===== config.mk =====
export PLATFORM = sky130hd
export DESIGN_NAME = stream_light_button_conditioner
export DESIGN_NICKNAME = d
export VERILOG_FILES = /design/src/rtl/stream_light_pkg.sv /design/src/rtl/button_debounce.sv /design/src/rtl/stream_light_button_conditioner.sv
export SDC_FILE = /design/constraint.sdc
export NUM_CORES = 1
export LEC_CHECK = 0
export CAP_MARGIN = 20
export CORE_ASPECT_RATIO = 1.25
export CORE_UTILIZATION = 40
export DETAILED_ROUTE_END_ITERATION = 12
export DONT_BUFFER_PORTS = 1
export PLACE_DENSITY_LB_ADDON = 0.25
export SLEW_MARGIN = 40
export SYNTH_ARGS = -nofsm -noshare
export SYNTH_HDL_FRONTEND = slang
export SYNTH_SLANG_ARGS = --single-unit

===== constraint.sdc =====
create_clock -name CLK -period 4.6 [get_ports CLK]
set_clock_uncertainty 0.15 [all_clocks]
set_input_delay 1.15 -clock CLK [delete_from_list [all_inputs] [get_ports CLK]]
set_output_delay 1.15 -clock CLK [all_outputs]
set_load 0.03 [all_outputs]

===== src/rtl/stream_light_pkg.sv =====
// Shared definitions for the stream-light button front-end.
//   run_state_t             : run/stop mode held by the conditioner FSM
//   DEBOUNCE_CYCLES_DEFAULT : 20 ms debounce window at 100 MHz
//   SIM_DEBOUNCE_CYCLES     : short debounce window for simulation
package stream_light_pkg;

    typedef enum logic {
        STOPPED = 1'b0,
        RUNNING = 1'b1
    } run_state_t;

    localparam int unsigned DEBOUNCE_CYCLES_DEFAULT = 2000000;
    localparam int unsigned SIM_DEBOUNCE_CYCLES     = 4;

endpackage


===== src/rtl/button_debounce.sv =====
// Single push-button conditioner: 2-flop synchroniser, integrating debounce
// counter and one-cycle press pulse.
//   CLK         : system clock, rising edge
//   Reset       : asynchronous active-low reset
//   btn_in      : raw asynchronous button level
//   level       : accepted (debounced) button level
//   press_pulse : one-cycle pulse when the accepted level rises 0->1
module button_debounce
    import stream_light_pkg::*;
#(
    parameter int unsigned DEBOUNCE_CYCLES = DEBOUNCE_CYCLES_DEFAULT,
    parameter int unsigned CNT_W           = 21
) (
    input  logic CLK,
    input  logic Reset,
    input  logic btn_in,
    output logic level,
    output logic press_pulse
);

    localparam logic [CNT_W-1:0] CNT_LAST = CNT_W'(DEBOUNCE_CYCLES - 1);

    logic             sync1;
    logic             sync2;
    logic             acc;
    logic [CNT_W-1:0] cnt;
    logic             pulse;

    always_ff @(posedge CLK or negedge Reset) begin
        if (!Reset) begin
            sync1 <= 1'b0;
            sync2 <= 1'b0;
            acc   <= 1'b0;
            cnt   <= '0;
            pulse <= 1'b0;
        end else begin
            sync1 <= btn_in;
            sync2 <= sync1;
            pulse <= 1'b0;
            if (sync2 == acc) begin
                // Any return to agreement discards the partial count.
                cnt <= '0;
            end else if (cnt == CNT_LAST) begin
                acc   <= sync2;
                cnt   <= '0;
                // Pulse only on acceptance of a press, never a release.
                pulse <= sync2;
            end else begin
                cnt <= cnt + CNT_W'(1);
            end
        end
    end

    assign level       = acc;
    assign press_pulse = pulse;

endmodule


===== src/rtl/stream_light_button_conditioner.sv =====
// Front-end for the stream-light LED controller. Debounces the Reverse,
// Stop and Run buttons, emits one-cycle press pulses and holds the
// run/stop mode and shift direction.
//   CLK           : system clock, rising edge
//   Reset         : asynchronous active-low reset
//   Reverse_btn   : raw Reverse button
//   Stop_btn      : raw Stop button
//   Run_btn       : raw Run button
//   Reverse_pulse : one-cycle pulse on accepted Reverse press
//   Stop_pulse    : one-cycle pulse on accepted Stop press
//   Run_pulse     : one-cycle pulse on accepted Run press
//   Enable        : 1 = RUNNING, 0 = STOPPED
//   Dir           : 0 = forward, 1 = reverse
module stream_light_button_conditioner
    import stream_light_pkg::*;
#(
    parameter int unsigned DEBOUNCE_CYCLES = DEBOUNCE_CYCLES_DEFAULT,
    parameter int unsigned CNT_W           = 21
) (
    input  logic CLK,
    input  logic Reset,
    input  logic Reverse_btn,
    input  logic Stop_btn,
    input  logic Run_btn,
    output logic Reverse_pulse,
    output logic Stop_pulse,
    output logic Run_pulse,
    output logic Enable,
    output logic Dir
);

    // Accepted levels are not needed here; the LED stage only uses pulses.
    logic [2:0] unused_levels;

    run_state_t state_q;
    run_state_t state_d;
    logic       dir_q;
    logic       dir_d;

    button_debounce #(
        .DEBOUNCE_CYCLES(DEBOUNCE_CYCLES),
        .CNT_W          (CNT_W)
    ) u_reverse (
        .CLK        (CLK),
        .Reset      (Reset),
        .btn_in     (Reverse_btn),
        .level      (unused_levels[2]),
        .press_pulse(Reverse_pulse)
    );

    button_debounce #(
        .DEBOUNCE_CYCLES(DEBOUNCE_CYCLES),
        .CNT_W          (CNT_W)
    ) u_stop (
        .CLK        (CLK),
        .Reset      (Reset),
        .btn_in     (Stop_btn),
        .level      (unused_levels[1]),
        .press_pulse(Stop_pulse)
    );

    button_debounce #(
        .DEBOUNCE_CYCLES(DEBOUNCE_CYCLES),
        .CNT_W          (CNT_W)
    ) u_run (
        .CLK        (CLK),
        .Reset      (Reset),
        .btn_in     (Run_btn),
        .level      (unused_levels[0]),
        .press_pulse(Run_pulse)
    );

    always_ff @(posedge CLK or negedge Reset) begin
        if (!Reset) begin
            state_q <= STOPPED;
            dir_q   <= 1'b0;
        end else begin
            state_q <= state_d;
            dir_q   <= dir_d;
        end
    end

    always_comb begin
        state_d = state_q;
        dir_d   = dir_q;
        if (state_q == STOPPED && Run_pulse) begin
            state_d = RUNNING;
        end
        // Stop is evaluated last so it wins over a coincident Run.
        if (Stop_pulse) begin
            state_d = STOPPED;
        end
        if (Reverse_pulse) begin
            dir_d = ~dir_q;
        end
    end

    assign Enable = (state_q == RUNNING);
    assign Dir    = dir_q;

endmodule


==> flow_results.org <==
** Layout
- Top library cells by usage in the layout, fill and taps aside :: sky130_fd_sc_hd__dfrtp_1 (77), sky130_fd_sc_hd__nor2_1 (49), sky130_fd_sc_hd__nand3_1 (26)
- Fraction of final layout cells sized beyond drive strength 1 :: 8.401%
- The number of antenna diodes in the final layout is 0.
- The library cell used most frequently in the layout, excluding fill and tap cells, is sky130_fd_sc_hd__dfrtp_1.
- Area of the multi-input gates :: 0.001675 mm^2
- The largest registers in the layout are u_reverse.cnt x21, u_run.cnt x21, u_stop.cnt x21.
- The final layout contains 372 nets.
- With fillers left out, the area of the finished cells amounts to 0.003998 mm^2.
- Total area of sequential cells :: about 0.0019 mm^2
- Counting the fill cells in the layout gives about 860.
- Relative to the synthesized area, the layout overhead comes to 8.452%.

** Clock network
- Root Buffer Master :: sky130_fd_sc_hd__clkbuf_8
- After clock tree synthesis, the clock-pin slew on the worst setup and hold paths is roughly 0.080 ns.
- # Post-CTS Setup Buffers :: 0
- CTS max path bufs :: 2
- Clock tree from TritonCTS :: built
- Inserted Clock Buffers :: 9
- Hold repair after CTS inserted 0 buffers.
- Clock latency on the worst-skew pair :: between 0.3 and 0.4 ns
- The tree built by TritonCTS fans out to just under 80 sinks.
- CTS HTree Levels :: 3
- # resized after CTS :: 0

** Global route
- Global routing used 15.99% of the available tracks across all layers.
- Entering global routing, the biggest net connects 78 pins.
- Summed over all layers, the global routing overflow is 0.
- The first global-routing pass estimated roughly 12 mm of wire.
- The number of antenna violations at the first check in global routing came to 0.
- Vias in the first global route :: ~2600

** Drt
- Number of DRC violations after detailed routing :: 0
- DRC marker count from the first detailed-route iteration :: between 100 and 150
- In the routed layout, each cell is associated on average with a via count of about 5.4.
- Routed Wire Length :: just under 7 mm
- The routed layout has approximately 2600 vias.
- The first detailed-routing pass took 4 iterations.
- After detailed routing, the average wire length per cell comes to ~14 um.
- Antenna-violating nets left :: 0

** Outcome
- The run finished with clean final reports.

** Worst setup path
- At the worst endpoint, the arrival time is 2.46 ns.
- Critical path startpoint category :: flop
- CP endpoint kind :: flop
- The worst setup path is of the reg -> reg kind.
- Along the worst path, the maximum fanout reaches 19.
- Required time at the endpoint of the critical path :: about 4.7 ns

** Die
- DIE HEIGHT :: roughly 110 um
- Standard-cell rows :: 38
- Die footprint :: between 0.009 and 0.01 mm^2
- Width of the die :: between 80 and 90 um
- Top-level port count :: 10
- Starting density of the core :: between 40% and 50%
- Placeable Area :: between 0.008 and 0.009 mm^2

** Synth
- Average size of a mapped cell :: 10.18 um^2
- Number of distinct library cell variants in the gate-level netlist after synthesis :: 38
- Synthesis produced 362 cells.
- Syn nets :: 370
- Proportion of synthesized chip area in sequential cells :: a little over half
- Synthesized cell area :: approximately 0.0037 mm^2
- In this run, synthesis produced a sequential element count of 77.
- Warnings, synthesis :: 0

** Timing
- Once routing completed, OpenROAD measured the worst setup slack at 2.217 ns.
- Headroom to the max-slew limit came out at about 47%.
- RSZ-0062 raised after global routing :: false
- Final number of hold-violating endpoints :: 0
- Achievable Freq :: roughly 420 MHz
- The count of pins over their slew limit is 0.
- At the pin with the least slew margin, the transition time is between 0.7 and 0.8 ns.
- Dividing the final minimum period by the clock period gives 51.81%.
- Setup total negative slack on the finished layout was measured at 0 ns.
- The worst path in the final design needs a cycle of 2.383 ns, including I/O delays and setup.
- Number of setup violations in the final report :: 0

** Power and ir drop
- Fraction of power consumed by the clock network :: between 40% and 50%
- Portion of total power attributed to sequential cells :: between 50% and 60%
- Combinational fraction of design power :: under 10%
- Cell internal power was estimated by the tool at roughly 1000 uW.
- In this run the static leakage power is roughly 0.0016 uW.
- Switching share of power :: around a fifth
- Power per standard cell area :: roughly 320 mW/mm^2
- The worst-case IR drop observed on VDD is roughly 0.23 mV.
- Switching power summed over all nets :: 269.4 uW

** Placed design
- Summing all placed instances gives a cell area of approximately 0.0038 mm^2.
- Worst slack after detailed placement :: approximately 2.2 ns
- Total half-perimeter wirelength after legalization and detailed placement :: about 4.5 mm
- In this run the tool buffered the top-level ports with 0 buffer cells.
- Routability-driven placement finished with a final weighted congestion of 0.7981.

** Job
- Across the run, the number of max-cap violations was 0.

** Worst hold path
- The worst hold path belongs to the class reg -> reg.
-- final cells by class --
| cell class | count | share of cell area [%] |
|---|---|---|
| well taps | 120 | 3.756 |
| clock inverters | 4 | 1.815 |
| clock buffers | 12 | 3.380 |
| inverters | 10 | 0.9390 |
| multi-input cells | 266 | 41.91 |
| flip-flops and latches | 77 | 48.20 |
-- power by group through the flow --
stage	Combinational (uW)	Clock [uW]	Sequential, uW
2_1_floorplan	22.3	0	706
3_3_place_gp	25.4	0	708
3_5_place_dp	26.1	0	708
4_1_cts	26.2	563	695
5_1_grt	29.7	592	696
6_report	25.5	549	695
-- synth_stat cells, drive strengths merged --
cell | number | area [um^2]
nor4 | 6 | 37.54
ha | 3 | 37.54
a21oi | 21 | 105.1
nor4b | 3 | 26.28
o41ai | 1 | 8.760
and3 | 3 | 20.02
o21ai | 10 | 50.05
or4b | 6 | 60.06
or3 | 8 | 51.30
or2b | 1 | 8.760
buf | 5 | 31.28
nand2b | 2 | 12.51
inv | 10 | 37.54
nand3 | 26 | 130.1
xor2 | 21 | 183.9
nand2 | 23 | 88.84
clkbuf | 4 | 15.01
o31ai | 14 | 132.6
or4 | 13 | 101.4
nor3b | 1 | 7.510
nor3 | 7 | 35.03
mux2 | 2 | 22.52
o21bai | 1 | 18.77
dfrtp | 77 | 1927
or2 | 3 | 18.77
nand4 | 12 | 75.07
and2 | 2 | 12.51
xnor2 | 19 | 166.4
and4 | 9 | 80.08
nor2 | 49 | 183.9
-- routing by layer --
layer,global-route usage (%),vias to the layer above,wire (um)
met4,6.557,0,117
met2,26.19,24,3257
met5,0,-,0
met1,19.57,1299,3182
met3,4.805,13,175
li1,-,1304,-
-- metrics by stage --
| step | instances | utilization (%) | total power [uW] | hold WS, ns |
|---|---|---|---|---|
| 5_1_grt | 489 | 45.45 | 1318 | 0.2112 |
| 3_3_place_gp | 473 | 43.09 | 733.5 | 0.1855 |
| 3_5_place_dp | 473 | 43.09 | 734.4 | 0.1903 |
| 6_report | 489 | 45.45 | 1270 | 0.2048 |
| 2_1_floorplan | 362 | - | 728.5 | 0.1812 |
| 4_1_cts | 489 | 45.45 | 1284 | 0.2074 |
-- cell families after synthesis --
family | synth area share, %
flops | 52.27
fa+ha+maj | 1.018
xor+xnor | 9.505
compound gates | 8.554
buf+inv | 2.274
simple gates | 25.76
mux | 0.6110
-- critical path, stage by stage, from the launching register on --
cell and delay (ns):
sky130_fd_sc_hd__dfrtp_1 0.45, sky130_fd_sc_hd__or4_1 0.55, sky130_fd_sc_hd__or4_4 0.56, sky130_fd_sc_hd__o21bai_4 0.41, sky130_fd_sc_hd__nor2_1 0.11
-- worst paths after layout --
check                      depth (start not counted)                    endpoint                       from  slack [ns]
min reg2reg                                        0   u_reverse.sync2$_DFF_PN0_  u_reverse.sync1$_DFF_PN0_        0.20
max                                                4      u_run.cnt[2]$_DFF_PN0_     u_run.cnt[7]$_DFF_PN0_        2.22
max in group asynchronous                          0  u_reverse.cnt[8]$_DFF_PN0_                      Reset        3.85
min                                                0   u_reverse.sync2$_DFF_PN0_  u_reverse.sync1$_DFF_PN0_        0.20
min in group asynchronous                          0     u_stop.cnt[2]$_DFF_PN0_                      Reset        0.33
max reg2reg                                        4      u_run.cnt[2]$_DFF_PN0_     u_run.cnt[7]$_DFF_PN0_        2.22
(Power assumes the default switching activity.)
